===== src/rtl/mac_act_wb.sv =====
`default_nettype none
// ============================================================================
// Module      : mac_act_wb
// Description : MAC write-back stage. Adds the bias to each accumulated dot
//               product, rounds and rescales it to the output format,
//               saturates it, applies the activation and writes one result
//               per neuron into the output RAM. A one-deep buffer holds a MAC
//               result that arrives while a previous one is in flight.
//               Optional macro: ACT_RELU_EN (ReLU activation; identity when
//               undefined).
// Revision    : 1.0 - initial release
// ============================================================================
module mac_act_wb #(
    parameter int ACC_W   = 32,
    parameter int OUT_W   = 16,
    parameter int SHIFT   = 8,
    parameter int AW      = 8,
    parameter int NEURONS = 16
) (
    input  logic                clk,
    input  logic                rst_n,
    input  logic                start,
    input  logic                mac_done,
    input  logic [ACC_W-1:0]    mac_acc,
    output logic [AW-1:0]       bias_addr,
    input  logic [OUT_W-1:0]    bias_data,
    output logic                wr_en,
    output logic [AW-1:0]       wr_addr,
    output logic [OUT_W-1:0]    wr_data,
    output logic                busy,
    output logic                layer_done,
    output logic                sat,
    output logic                ovr
);

    // Datapath width: one guard bit for the bias add plus one for the
    // rounding constant, so no intermediate step can wrap.
    localparam int c_DW = ACC_W + 2;

    localparam logic [AW-1:0]          c_LAST = AW'(NEURONS - 1);
    localparam logic signed [c_DW-1:0] c_RND  = {{(c_DW-1){1'b0}}, 1'b1} << (SHIFT - 1);
    localparam logic signed [c_DW-1:0] c_MAX  = {{(c_DW-OUT_W+1){1'b0}}, {(OUT_W-1){1'b1}}};
    localparam logic signed [c_DW-1:0] c_MIN  = {{(c_DW-OUT_W+1){1'b1}}, {(OUT_W-1){1'b0}}};

    typedef enum logic [2:0] {
        S_IDLE  = 3'd0,
        S_WAIT  = 3'd1,
        S_BIAS  = 3'd2,
        S_CALC  = 3'd3,
        S_WRITE = 3'd4
    } state_t;

    state_t                  r_state;
    logic [AW-1:0]           r_cnt;
    logic [ACC_W-1:0]        r_acc;
    logic [OUT_W-1:0]        r_bias;
    logic                    r_pend_vld;
    logic [ACC_W-1:0]        r_pend_acc;

    logic signed [c_DW-1:0]  w_acc_ext;
    logic signed [c_DW-1:0]  w_bias_sh;
    logic signed [c_DW-1:0]  w_sum;
    logic signed [c_DW-1:0]  w_shr;
    logic [OUT_W-1:0]        w_sat_val;
    logic                    w_clamp;
    logic [OUT_W-1:0]        w_result;
    logic                    w_last;
    logic                    w_pend_store;
    logic                    w_pend_drop;

    // Bias add, round-half-up rescale, saturation and activation
    always_comb begin
        w_acc_ext = {{(c_DW-ACC_W){r_acc[ACC_W-1]}}, r_acc};
        w_bias_sh = {{(c_DW-OUT_W){r_bias[OUT_W-1]}}, r_bias} <<< SHIFT;
        w_sum     = w_acc_ext + w_bias_sh + c_RND;
        w_shr     = w_sum >>> SHIFT;
        w_clamp   = 1'b0;
        if (w_shr > c_MAX) begin
            w_sat_val = c_MAX[OUT_W-1:0];
            w_clamp   = 1'b1;
        end else if (w_shr < c_MIN) begin
            w_sat_val = c_MIN[OUT_W-1:0];
            w_clamp   = 1'b1;
        end else begin
            w_sat_val = w_shr[OUT_W-1:0];
        end
`ifdef ACT_RELU_EN
        w_result = w_sat_val[OUT_W-1] ? '0 : w_sat_val;
`else
        w_result = w_sat_val;
`endif
    end

    // Pending-buffer decisions for a mac_done arriving outside WAIT
    always_comb begin
        w_last       = (r_cnt == c_LAST);
        w_pend_store = mac_done & ~r_pend_vld;
        w_pend_drop  = mac_done &  r_pend_vld;
    end

    // Control FSM with registered outputs
    always_ff @(posedge clk or negedge rst_n) begin
        if (!rst_n) begin
            r_state    <= S_IDLE;
            r_cnt      <= '0;
            r_acc      <= '0;
            r_bias     <= '0;
            r_pend_vld <= 1'b0;
            r_pend_acc <= '0;
            bias_addr  <= '0;
            wr_en      <= 1'b0;
            wr_addr    <= '0;
            wr_data    <= '0;
            busy       <= 1'b0;
            layer_done <= 1'b0;
            sat        <= 1'b0;
            ovr        <= 1'b0;
        end else begin
            wr_en      <= 1'b0;
            layer_done <= 1'b0;
            if (start) begin
                // start overrides everything, including a same-cycle mac_done
                r_state    <= S_WAIT;
                r_cnt      <= '0;
                r_pend_vld <= 1'b0;
                bias_addr  <= '0;
                busy       <= 1'b1;
                sat        <= 1'b0;
                ovr        <= 1'b0;
            end else begin
                case (r_state)
                    S_IDLE: begin
                        // mac_done outside a layer is ignored
                    end
                    S_WAIT: begin
                        // bias_addr already equals r_cnt, so bias_data is
                        // valid during the following BIAS cycle
                        if (r_pend_vld) begin
                            r_acc   <= r_pend_acc;
                            r_state <= S_BIAS;
                            if (mac_done) begin
                                r_pend_acc <= mac_acc;
                            end else begin
                                r_pend_vld <= 1'b0;
                            end
                        end else if (mac_done) begin
                            r_acc   <= mac_acc;
                            r_state <= S_BIAS;
                        end
                    end
                    S_BIAS: begin
                        r_bias  <= bias_data;
                        r_state <= S_CALC;
                        if (w_pend_store) begin
                            r_pend_vld <= 1'b1;
                            r_pend_acc <= mac_acc;
                        end
                        if (w_pend_drop) begin
                            ovr <= 1'b1;
                        end
                    end
                    S_CALC: begin
                        wr_en   <= 1'b1;
                        wr_addr <= r_cnt;
                        wr_data <= w_result;
                        sat     <= sat | w_clamp;
                        // Pre-address the next bias so a pending result can
                        // go straight from WRITE to BIAS
                        bias_addr <= w_last ? '0 : r_cnt + AW'(1);
                        r_state   <= S_WRITE;
                        if (w_pend_store) begin
                            r_pend_vld <= 1'b1;
                            r_pend_acc <= mac_acc;
                        end
                        if (w_pend_drop) begin
                            ovr <= 1'b1;
                        end
                    end
                    S_WRITE: begin
                        if (w_last) begin
                            layer_done <= 1'b1;
                            busy       <= 1'b0;
                            r_pend_vld <= 1'b0;
                            r_state    <= S_IDLE;
                        end else begin
                            r_cnt <= r_cnt + AW'(1);
                            if (r_pend_vld) begin
                                r_acc   <= r_pend_acc;
                                r_state <= S_BIAS;
                                if (mac_done) begin
                                    r_pend_acc <= mac_acc;
                                end else begin
                                    r_pend_vld <= 1'b0;
                                end
                            end else begin
                                r_state <= S_WAIT;
                                if (mac_done) begin
                                    r_pend_vld <= 1'b1;
                                    r_pend_acc <= mac_acc;
                                end
                            end
                        end
                    end
                    default: begin
                        r_state <= S_IDLE;
                        busy    <= 1'b0;
                    end
                endcase
            end
        end
    end

endmodule
`default_nettype wire


===== config.mk =====
export PLATFORM = sky130hd
export DESIGN_NAME = mac_act_wb
export DESIGN_NICKNAME = d
export VERILOG_FILES = /design/src/rtl/mac_act_wb.sv
export SDC_FILE = /design/constraint.sdc
export NUM_CORES = 1
export LEC_CHECK = 0
export CORE_MARGIN = 2
export CORE_UTILIZATION = 40
export DETAILED_ROUTE_END_ITERATION = 8
export SETUP_SLACK_MARGIN = 0.3
export SKIP_CTS_REPAIR_TIMING = 1
export SYNTH_ARGS = -nofsm -noshare
export SYNTH_HDL_FRONTEND = slang
export SYNTH_SLANG_ARGS = --single-unit

===== constraint.sdc =====
create_clock -name clk -period 9.3 [get_ports clk]
set_clock_uncertainty 0.05 [all_clocks]
set_input_delay 1.86 -clock clk [delete_from_list [all_inputs] [get_ports clk]]
set_output_delay 1.86 -clock clk [all_outputs]
set_load 0.005 [all_outputs]

-- After elaboration in Yosys (flattened, before gate mapping)
Index checks and enable logic that the tools add are counted.
- register bits: 129
- input bits: 52
- output and inout bits: 37
- logic and storage cells: 104
- $add $sub $neg: 3
- order comparisons: 2
- eq/ne operators: 16
- muxes and demuxes: 45
- bitwise gates (word level): 5
- reduce and logical (&&, ||, !) cells: 19
- operator list (kind ; number):
    32-bit 2-to-1 mux ; 8
    32-bit one-hot mux with 3 select lines ; 1
    32-bit one-hot mux with 2 select lines ; 1
    8-bit 2-to-1 mux ; 6
    33-bit by 9-bit adder with 34-bit output (second input constant) ; 1
    32-bit by 24-bit adder with 33-bit output ; 1
    16-bit 2-to-1 mux ; 2
    26-bit by 16-bit > comparator with 1-bit output (second input constant) ; 1
    26-bit by 16-bit less-than comparator with 1-bit output (second input constant) ; 1
    1-bit 2-to-1 mux ; 19
    3-bit one-hot mux with 5 select lines ; 1
    2-bit AND reduction ; 7
    2-bit != test (second input constant) ; 5
    5-bit AND reduction ; 2
    2-bit nonzero test ; 5
    3-bit 2-to-1 mux ; 3
    8-bit by 1-bit adder with 8-bit output (second input constant) ; 1
    8-bit by 4-bit equality test with 1-bit output (second input constant) ; 1
    3-bit by 2-bit equality test with 1-bit output (second input constant) ; 2
    3-bit != test (second input constant) ; 2
    2-bit 2-to-1 mux ; 2
    2-bit by 1-bit != test with 1-bit output (second input constant) ; 2
    4-bit != test (second input constant) ; 1
    4-bit nonzero test ; 1
    other kinds (12) ; 14

-- Depth between registers and ports, before layout
Gate-level depths: netlist of the first run.
- depth after elaboration: 8
- gate-level depth with buffers: 12
- mapped depth without buffers: 10

-- Worst setup path after synthesis of the first run
Ideal clock, no wire load.
- path kind: in2reg
- start point: in start
- end point: reg r_bias[10]
- library setup time: 0.125 ns
- data arrival time: 3.363 ns
- data required time: 9.125 ns
- setup slack: 5.762 ns
- stages: 4
- buffers on the path: 2
- cell sequence: clkbuf_1 nor3_1 clkbuf_1 mux2_2
- longest elaborated chain between the ends: 2
- ends and longest elaborated chain (item ; RTL line ; source):
    start, declared ; 22 ; input logic start,
    1-bit inverter (no source line) ; -- ;
    2-bit AND reduction (no source line) ; -- ;
    end signal, assigned ; 152 ; r_bias <= bias_data;
    end, declared ; 56 ; logic [OUT_W-1:0] r_bias;
No other way between the ends.
A chain may end at the register's enable or synchronous reset.

-- Worst setup path in the final report of the first run
- start point: reg r_acc[7]
- end point: reg wr_data[10]
- longest elaborated chain between the ends: 5
- elaborated cells on any way between the ends: 6
- classes of those cells: 2 x add/sub; 2 x order compare; 2 x mux
- ends and longest elaborated chain (item ; RTL line ; source):
    start, declared ; 55 ; logic [ACC_W-1:0] r_acc;
    start signal, assigned ; 139 ; r_acc <= r_pend_acc;
    start signal, assigned ; 147 ; r_acc <= mac_acc;
    start signal, assigned ; 188 ; r_acc <= r_pend_acc;
    32-bit by 24-bit adder with 33-bit output * ; 75 ; w_sum = w_acc_ext + w_bias_sh + c_RND;
    33-bit by 9-bit adder with 34-bit output * ; 75 ;
    26-bit by 16-bit less-than comparator with 1-bit output ; 81 ; end else if (w_shr < c_MIN) begin
    16-bit 2-to-1 mux ; 81 ;
    16-bit 2-to-1 mux * ; 78 ; if (w_shr > c_MAX) begin
    end signal, assigned ; 165 ; wr_data <= w_result;
    end, declared ; 29 ; output logic [OUT_W-1:0] wr_data,
Mark *: on every way between the ends. The rest lies on a longest branch, timed or not.

==> metrics, run 1 <==
status=finished, final reports clean; Comb pwr share=46.8%; mux cell area share after synthesis=11.8%; RSZ-0062 raised after global routing=no; root buffer cell=clkbuf_16; top cells by area, synth=dfrtp_1 (45%), mux2_2 (7.3%), ha_1 (4.9%); Total GRT Usage=18.2%; GR Overflow Total=0; post-DR wirelength/cell=15.4 um; CP Launch Type=flip-flop; hold depth=2; Setup Crit Path Kind=flip-flop to flip-flop; Top FF cell, synth=dfrtp_1; Synth cell types=70; Final Hold Fails=0; critical path startpoint=r_acc[7]; crit share post-route=41.1%; post-synthesis simple-gate area fraction=14.5%; clock share of power=25.0%; drt total wl=14.3 mm; Net Count, Synth=702; RR Endpoint=wr_data[10]; die height=130 um; clk buf depth=2; Area Growth Syn to Fin=25.2%; Mapped Area=6360 sq um; number of synthesized flops with an enable pin=0; largest area contributor in the netlist=dfrtp_1; worst endpoint required time=9.61 ns; worst path arrival time=4.13 ns; mean number of vias per cell=5.22; routed vias=4853; crit path max fanout=10; standard-cell row count=46; vias in the first global route=4719; hold crit path type=flip-flop to flip-flop; first-pass GRT wire length=23.8 mm; worst skew pair latency=0.43 ns; cells after synthesis=624; Worst-Margin Slew=1.00 ns; width of the die=130 um; first drt pass iteration count=5; H-tree depth=4; Sequential Power Share=28.2%; Post-Synth XOR/XNOR Area=4.80%; initial antenna violation count=0; sequential fraction of the synthesis area=45.2%; final net count=779; starting density of the core=40.5%; initial DRC count=308; Final min period=3.82 ns; register bit count reported by yosys=115; count of final setup violators=0; Synth Area in Adders=5.23%; R2R depth=10; Inserted Clock Buffers=17; share of cells above drive strength 1=14.3%; clock sinks=115; sw power=1.07 mW; peak supply drop=0.169 mV; hold slack=0.428 ns; num ports=89; FFs w/ async S/R, synth=100%; Avg Synthesized Cell Area=10.2 sq um; Detail Route Antenna Nets=0; register-to-register setup slack=5.48 ns; Compound-Gate Fraction of Synth Area=15.3%; fmax=0.262 GHz; final max-slew violation count=0; core area=15700 sq um; # diodes=0; Sw Ratio=38.5%; pwr dens=348 nW/um^2; HPWL after DPL=10.5 mm; post-route setup TNS=0 ns; Hold Path Sink=bias_addr[5]; Internal Power=1.71 mW; largest family of logic cells by synthesized area=compound AO/OA/AOI/OAI gates; number of max-cap violations=0; RD Place Congestion=0.890; pin count of the biggest net entering global routing=71; Leak=3.54 nW; Slew headroom=32.8%; CTS clk-pin slew, worst paths=0.06 ns; Synth Warn #=0; number of port buffers=81; drt drc=0; worst r2r src=r_acc[7]; Min-Delay Startpoint=bias_addr[5]; CTS tree=yes; crit end category=flip-flop; Synth top area share=45.2%; DIE AREA=16900 sq um
-- metal layers --
layer / GRT usage (%) / up-vias / wire, um / share of wire (%)
met2: 27.2 / 97 / 6450 / 45
met4: 6.83 / 0 / 232 / 1.6
met3: 4.55 / 16 / 601 / 4.2
met5: 0 / - / 0 / 0
li1: - / 2389 / - / -
met1: 25.7 / 2351 / 7020 / 49
-- metrics by stage --
step / util, % / total power [mW] / setup slack (ns) / instance area, sq um / std cells
final: 50.7 / 2.77 / 5.48 / 7970 / 930
after global routing: 50.7 / 2.98 / 5.25 / 7970 / 930
after CTS: 50.7 / 2.79 / 5.49 / 7970 / 930
after detailed placement: 46.7 / 2.08 / 5.12 / 7340 / 898
after global placement: 46.7 / 2.05 / 5.15 / 7340 / 898
after floorplan: - / 1.74 / 5.76 / 6360 / 624
-- cells in the final DEF (no fill, tap or decap), types with 3 or more instances in the layout --
master / n
bufinv_16: 4
nor3_1: 3
o211ai_1: 6
ha_1: 25
a31oi_1: 7
a221o_1: 7
clkinv_4: 5
dfrtp_1: 115
nor2_1: 64
inv_1: 9
mux2_2: 41
a21o_1: 5
a21oi_1: 56
xnor2_1: 15
nor2b_1: 3
clkbuf_1: 3
o21ai_0: 18
buf_4: 8
nand3_1: 25
xor2_1: 18
a211oi_1: 6
nand2b_1: 5
o31ai_1: 4
clkbuf_16: 17
o21a_1: 4
o21ai_1: 4
mux2i_1: 29
nand2_1: 71
nand4_1: 6
clkdlybuf4s50_1: 80
-- cells by family after synthesis --
group           Yosys count
compound gates          140
xor+xnor                 34
fa+ha+maj                26
buf+inv                  39
flops                   115
mux                      70
simple gates            200
-- worst max-delay path: stages (launching register included) --
cell and delay [ns]:
dfrtp_1 0.43, fa_1 0.51, a211oi_1 0.42, o21ai_2 0.16
a31oi_4 0.27, a211oi_2 0.14, o41a_4 0.41, xnor2_2 0.16
o41ai_4 0.64, and2_1 0.37, a221o_1 0.19
-- layout make-up --
| type | count | area, sq um |
|---|---|---|
| clock buffer | 21 | 450 |
| clock inverter | 11 | 178 |
| fill | 1451 | 7740 |
| inverter | 9 | 33.8 |
| multi-input combinational | 470 | 3300 |
| sequential | 115 | 2880 |
| tap | 216 | 270 |
| timing repair buffer | 88 | 861 |
-- cell usage after synthesis, types with 3 or more instances --
cell type  count
nand2_1       71
nand4_1        6
a31oi_1        7
nand2b_1       5
xor2_1        18
a211oi_1       6
clkbuf_1      18
xnor2_1       15
o31ai_1        4
o21ai_0       18
dfrtp_1      115
inv_1          9
nor2b_1        3
buf_6          3
ha_1          25
o211ai_1       6
o21ai_1        4
a21o_1         5
buf_2          3
nor2_1        65
mux2i_1       29
mux2_2        41
a221o_1        7
o21a_1         4
a21oi_1       56
nor3_1         4
nand3_1       25
-- worst max path at each step --
stage / to / depth (start not counted)
5_1_grt: wr_data[7] / 10
6_report: wr_data[10] / 10
3_5_place_dp: wr_data[3] / 7
3_3_place_gp: wr_data[3] / 7
4_1_cts: wr_data[10] / 10
2_1_floorplan: r_bias[10] / 4
-- state kept, by name, summed over array words and instances (netlist names) --
register and flops:
r_pend_acc 25, r_bias 16, r_acc 25, wr_data 16, r_state 3, busy 1, wr_addr 8, sat 1
bias_addr 8, wr_en 1, layer_done 1, ovr 1, r_cnt 8, r_pend_vld 1
-- power groups by stage --
stage	sequential [mW]	clock (mW)	combinational [mW]
after floorplan	0.751	0	0.985
after global placement	0.782	0	1.26
after detailed placement	0.790	0	1.29
after CTS	0.782	0.710	1.30
after global routing	0.804	0.732	1.44
final	0.781	0.693	1.30
No activity file was read; power rests on OpenSTA's default activity.
==> inputs of run 2 (changes only) <==
- clock period: 9.3 -> 3.3 ns (I/O delays scaled with it)
==> run 2 against run 1 <==
Worst setup slack worse by 5.5 ns. Cell count is 3.5% higher. Hold slack worse by 0.26 ns. Critical path depth stayed put. Non-clock buffer count is 33 higher. Via count is 3.0% higher. Sequential cell count stayed put. Sequential share of layout area is 2.2 points lower. Register-to-register slack worse by 5.5 ns. Routed wire length is 3.6% higher. Global-route usage is 0.084 points lower. Largest power group unchanged. Highest routed layer unchanged.
==> metrics, run 2 (synthesized netlist as in run 1, its figures left out) <==
Placement Cell Area=7570 sq um; pwr dens=1010 nW/um^2; number of port buffers=81; crit end category=flip-flop; hold crit path type=input port to asynchronous set/reset pin; peak supply drop=0.508 mV; Largest regs=r_acc: 25 flops, r_pend_acc: 25 flops; initial DRC count=234; CP Buf/Inv Count=0; final net count=812; DIE AREA=16900 sq um; crit path max fanout=7; HPWL after DPL=10.8 mm; number of max-cap violations=0; fmax=0.303 GHz; GR Overflow Total=0; mean number of vias per cell=5.19; core area=15700 sq um; vias in the first global route=4959; first drt pass iteration count=4; share of cells above drive strength 1=23.8%; crit-path max cell delay=0.55 ns; Slowest-stage cell, CP=o41a_1; initial antenna violation count=0; RD Place Congestion=0.910; count of final setup violators=0; clk buf depth=2; worst skew pair latency=0.43 ns; Final Hold Fails=0; die height=130 um; Inserted Clock Buffers=17; Area Growth Syn to Fin=33.5%; first-pass GRT wire length=24.0 mm; pin count of the biggest net entering global routing=54; post-DR wirelength/cell=15.4 um; num ports=89; # diodes=0; status=finished, final reports clean; drt drc=0; hold slack=0.164 ns; Detail Route Antenna Nets=0; commonest non-fill, non-tap cells in the layout=dfrtp_1 (113), clkdlybuf4s50_1 (80), nand2_1 (71); worst path arrival time=3.55 ns; starting density of the core=40.5%; Leak=3.74 nW; met2 usage=28.2%; Final min period=3.30 ns; gr busiest metal=met2; CTS tree=yes; H-tree depth=4; Cell Chain, Critical Path=ha_4 -> a211oi_4 -> o211ai_1 -> a31oi_2 -> a211oi_2 -> or4_4 -> a21oi_2 -> nand3b_1 -> o41a_1 -> a221o_1; routed vias=5001; crit share post-route=99.9%; worst endpoint required time=3.56 ns; design area=8500 sq um; Worst-Margin Slew=0.543 ns; CTS clk-pin slew, worst paths=0.06 ns; M1 GR Usage=24.1%; CP Launch Type=flip-flop; standard-cell row count=46; drt total wl=14.8 mm; width of the die=130 um; clock sinks=115; post-route setup TNS=0 ns; most common cell after layout, fill and taps aside=dfrtp_1; M3 GR Usage=4.59%; root buffer cell=clkbuf_16; Setup Crit Path Kind=flip-flop to flip-flop; crit-path leading delay family=compound AO/OA/AOI/OAI gates; final max-slew violation count=0; Slew headroom=63.4%; RSZ-0062 raised after global routing=yes; Total GRT Usage=18.1%
## run 2: path summary, 6_finish.rpt
path | startpoint | endpoint | slack, ns | cells past startpoint
min in group clk | bias_addr[7] | bias_addr[7] | 0.42 | 2
worst min-delay path | rst_n | r_cnt[1] | 0.16 | 1
max in group asynchronous | rst_n | r_bias[15] | 2.30 | 2
worst min register to register | bias_addr[7] | bias_addr[7] | 0.42 | 2
worst max-delay path | r_bias[0] | wr_data[0] | 0.004 | 10
worst max register to register | r_bias[0] | wr_data[0] | 0.004 | 10
## run 2: where the power goes
| group | internal [mW] | switching [mW] | total [mW] |
|---|---|---|---|
| sequential | 1.88 | 0.327 | 2.21 |
| clock | 1.24 | 0.700 | 1.94 |
| combinational | 2.14 | 2.29 | 4.43 |
## run 2: cell type report
type                       instances  area, sq um
fill                            1391         7220
multi-input combinational        470         3560
sequential                       115         2880
timing repair buffer             121         1130
clock buffer                      19          453
tap                              216          270
clock inverter                    13          171
inverter                           9         33.8
## run 2: per-stage QoR
stage	power (mW)	worst slack [ns]	utilization (%)	cells
floorplan	4.94	0.301	-	624
global placement	6.05	0.0107	48.2	923
detailed placement	6.13	-0.0422	48.2	923
CTS	8.11	-0.0706	52.1	955
global route	9.17	-0.169	54.1	963
finish	8.57	0.00430	54.1	963
## run 2: metal layers
| layer | wire, um | part of all wire [%] | vias up |
|---|---|---|---|
| met5 | 0 | 0 | - |
| met4 | 337 | 2.3 | 0 |
| met3 | 586 | 4.0 | 24 |
| met2 | 6880 | 46 | 92 |
| met1 | 7020 | 47 | 2427 |
| li1 | - | - | 2458 |
==> RTL change, RTL diff (config.mk and constraints of run 2) <==
Build with the macro `ACT_RELU_EN` defined.
--- a/src/rtl/mac_act_wb.sv
+++ b/src/rtl/mac_act_wb.sv
@@ -11,4 +11,6 @@
 // Revision    : 1.0 - initial release
 // ============================================================================
+`define ACT_RELU_EN
+
 module mac_act_wb #(
     parameter int ACC_W   = 32,
Check against the original RTL: not equivalent (Yosys sat finds a counterexample within 10 cycles, from zero or initial values and one cycle with rst_n low).
==> RTL change against run 2 <==
Core utilization decreased by 0.97 points; largest power group unchanged; synthesized cell count decreased by 4.2%; routed wire length decreased by 4.8%; largest cell class unchanged; power increased by 2.0%; cell area decreased by 5.7%; setup slack improved by 0.11 ns; sequential cell count decreased by 1; area after synthesis decreased by 3.9%; die area decreased by 3.8%.
==> RTL change: results (changes against run 2) <==
* Outcome: complete, no violations
* Max VDD drop at 0.441 mV (-13%)
* Seq/Total Area, Yosys at 46.7% (+1.4 points)
* Net switching power at 3.42 mW (+3.2%)
* Post-layout nets at 767 (-5.5%)
* Routing usage on met2 at 26.6% (-1.6 points)
* Met3 Use GR at 4.61% (+0.014 points)
* IO buf count at 80 (-1.2%)
* Clock transition at path regs at 0.06 ns (about the same)
* Tot GR Track Use at 18.1% (-0.054 points)
* Comb pwr share at 51.9% (+0.3 points)
* Syn Nets at 676 (-3.7%)
* Area contributors post-synth: dfrtp_1 47%, mux2_2 7.6%, ha_1 5.1%
* Routed WL at 14.1 mm (-4.8%)
* Worst-path cell with the longest stage delay: fa_2
* P_leak at 3.62 nW (-3.2%)
* Top flop regs: r_acc x25, r_pend_acc x25, r_bias x16
* Post-synth cell types at 56 (-20%)
* DR WL met3 at 665 µm (+13%)
* Met1 Track Usage GR at 25.6% (+1.5 points)
* Worst path max stage delay at 0.41 ns (-0.14 ns)
* Starting DRC count in detailed routing at 290 (+24%)
* Total number of vias at 4710 (-5.8%)
* Vias in the first global route at 4645 (-6.3%)
* Fraction of layout cells with a size suffix above 1 at 19.8% (-4.0 points)
* Global-route wire length before repair at 23.1 mm (-3.7%)
* Detailed Place HPWL at 9.98 mm (-7.3%)
* Post-Place Worst Slack at 0.0374 ns (+0.0796 ns)
* Met2 Routed Length at 6.24 mm (-9.3%)
* Worst-margin pin slew at 0.721 ns (+0.177 ns)
* CP max FO at 8 (+1)
* Crit path DAT at 3.43 ns (-0.12 ns)
* M1 WL at 6.97 mm (-0.71%)
* Largest net degree at the start of global routing at 51 (-5.6%)
* Routability-driven placement congestion ratio at 0.824 (-9.4%)
* Commonest cells post-synth: 114 x dfrtp_1, 61 x a21oi_1, 58 x nand2_1, 58 x nor2_1, 41 x mux2_2
* Fillcell total at 1358 (-2.4%)
[RTL change: area by class of cell]
type,instances,share of cell area [%]
Clock buffer,17,5.31
Inverter,12,0.562
Timing Repair Buffer,102,12.3
Sequential cell,114,35.6
Tap cell,188,2.94
Clock inverter,15,2.26
Multi-Input combinational cell,442,41.0
[RTL change: path summary, 6_finish.rpt]
kind                       startpoint           end  slack (ns)  cells past startpoint
setup / recovery             r_acc[7]    wr_data[3]        0.12                     13
hold / removal                  rst_n  bias_addr[4]        0.22                      1
setup reg to reg             r_acc[7]    wr_data[3]        0.12                     13
hold reg to reg            wr_addr[0]    wr_addr[0]        0.42                      2
max in group asynchronous       rst_n     r_acc[12]        2.22                      2
min in group clk           wr_addr[0]    wr_addr[0]        0.42                      2
[RTL change: cells by family after synthesis]
kind of cell	share of synthesized area, %
compound gates	15.6
xor+xnor	4.87
fa+ha+maj	5.44
buf+inv	2.89
flops	46.7
mux	11.8
other cells	0.0613
simple gates	12.7
[RTL change: worst max-delay path: cells and delay by family (launching register included)]
kind | cells | cell delay (ns)
buf+inv | 2 | 0.22
flops | 1 | 0.37
fa+ha+maj | 1 | 0.41
mux | 1 | 0.32
simple gates | 3 | 0.34
compound gates | 6 | 1.35
[RTL change: stage by stage]
step	instance area [µm²]	hold slack, ns	utilization [%]	instances
2_1_floorplan	6140	0.314	-	598
3_3_place_gp	7190	0.411	47.6	853
3_5_place_dp	7190	0.414	47.6	853
4_1_cts	7800	0.250	51.7	885
5_1_grt	8010	0.276	53.1	890
6_report	8010	0.225	53.1	890
[RTL change: power by group through the flow]
stage                     registers, mW  clock network (mW)  logic (mW)
after detailed placement           2.30                   0        4.15
final                              2.32                1.89        4.53
after floorplan                    2.17                   0        3.16
after global placement             2.28                   0        4.06
after global routing               2.40                1.99        5.03
after CTS                          2.28                1.92        4.19
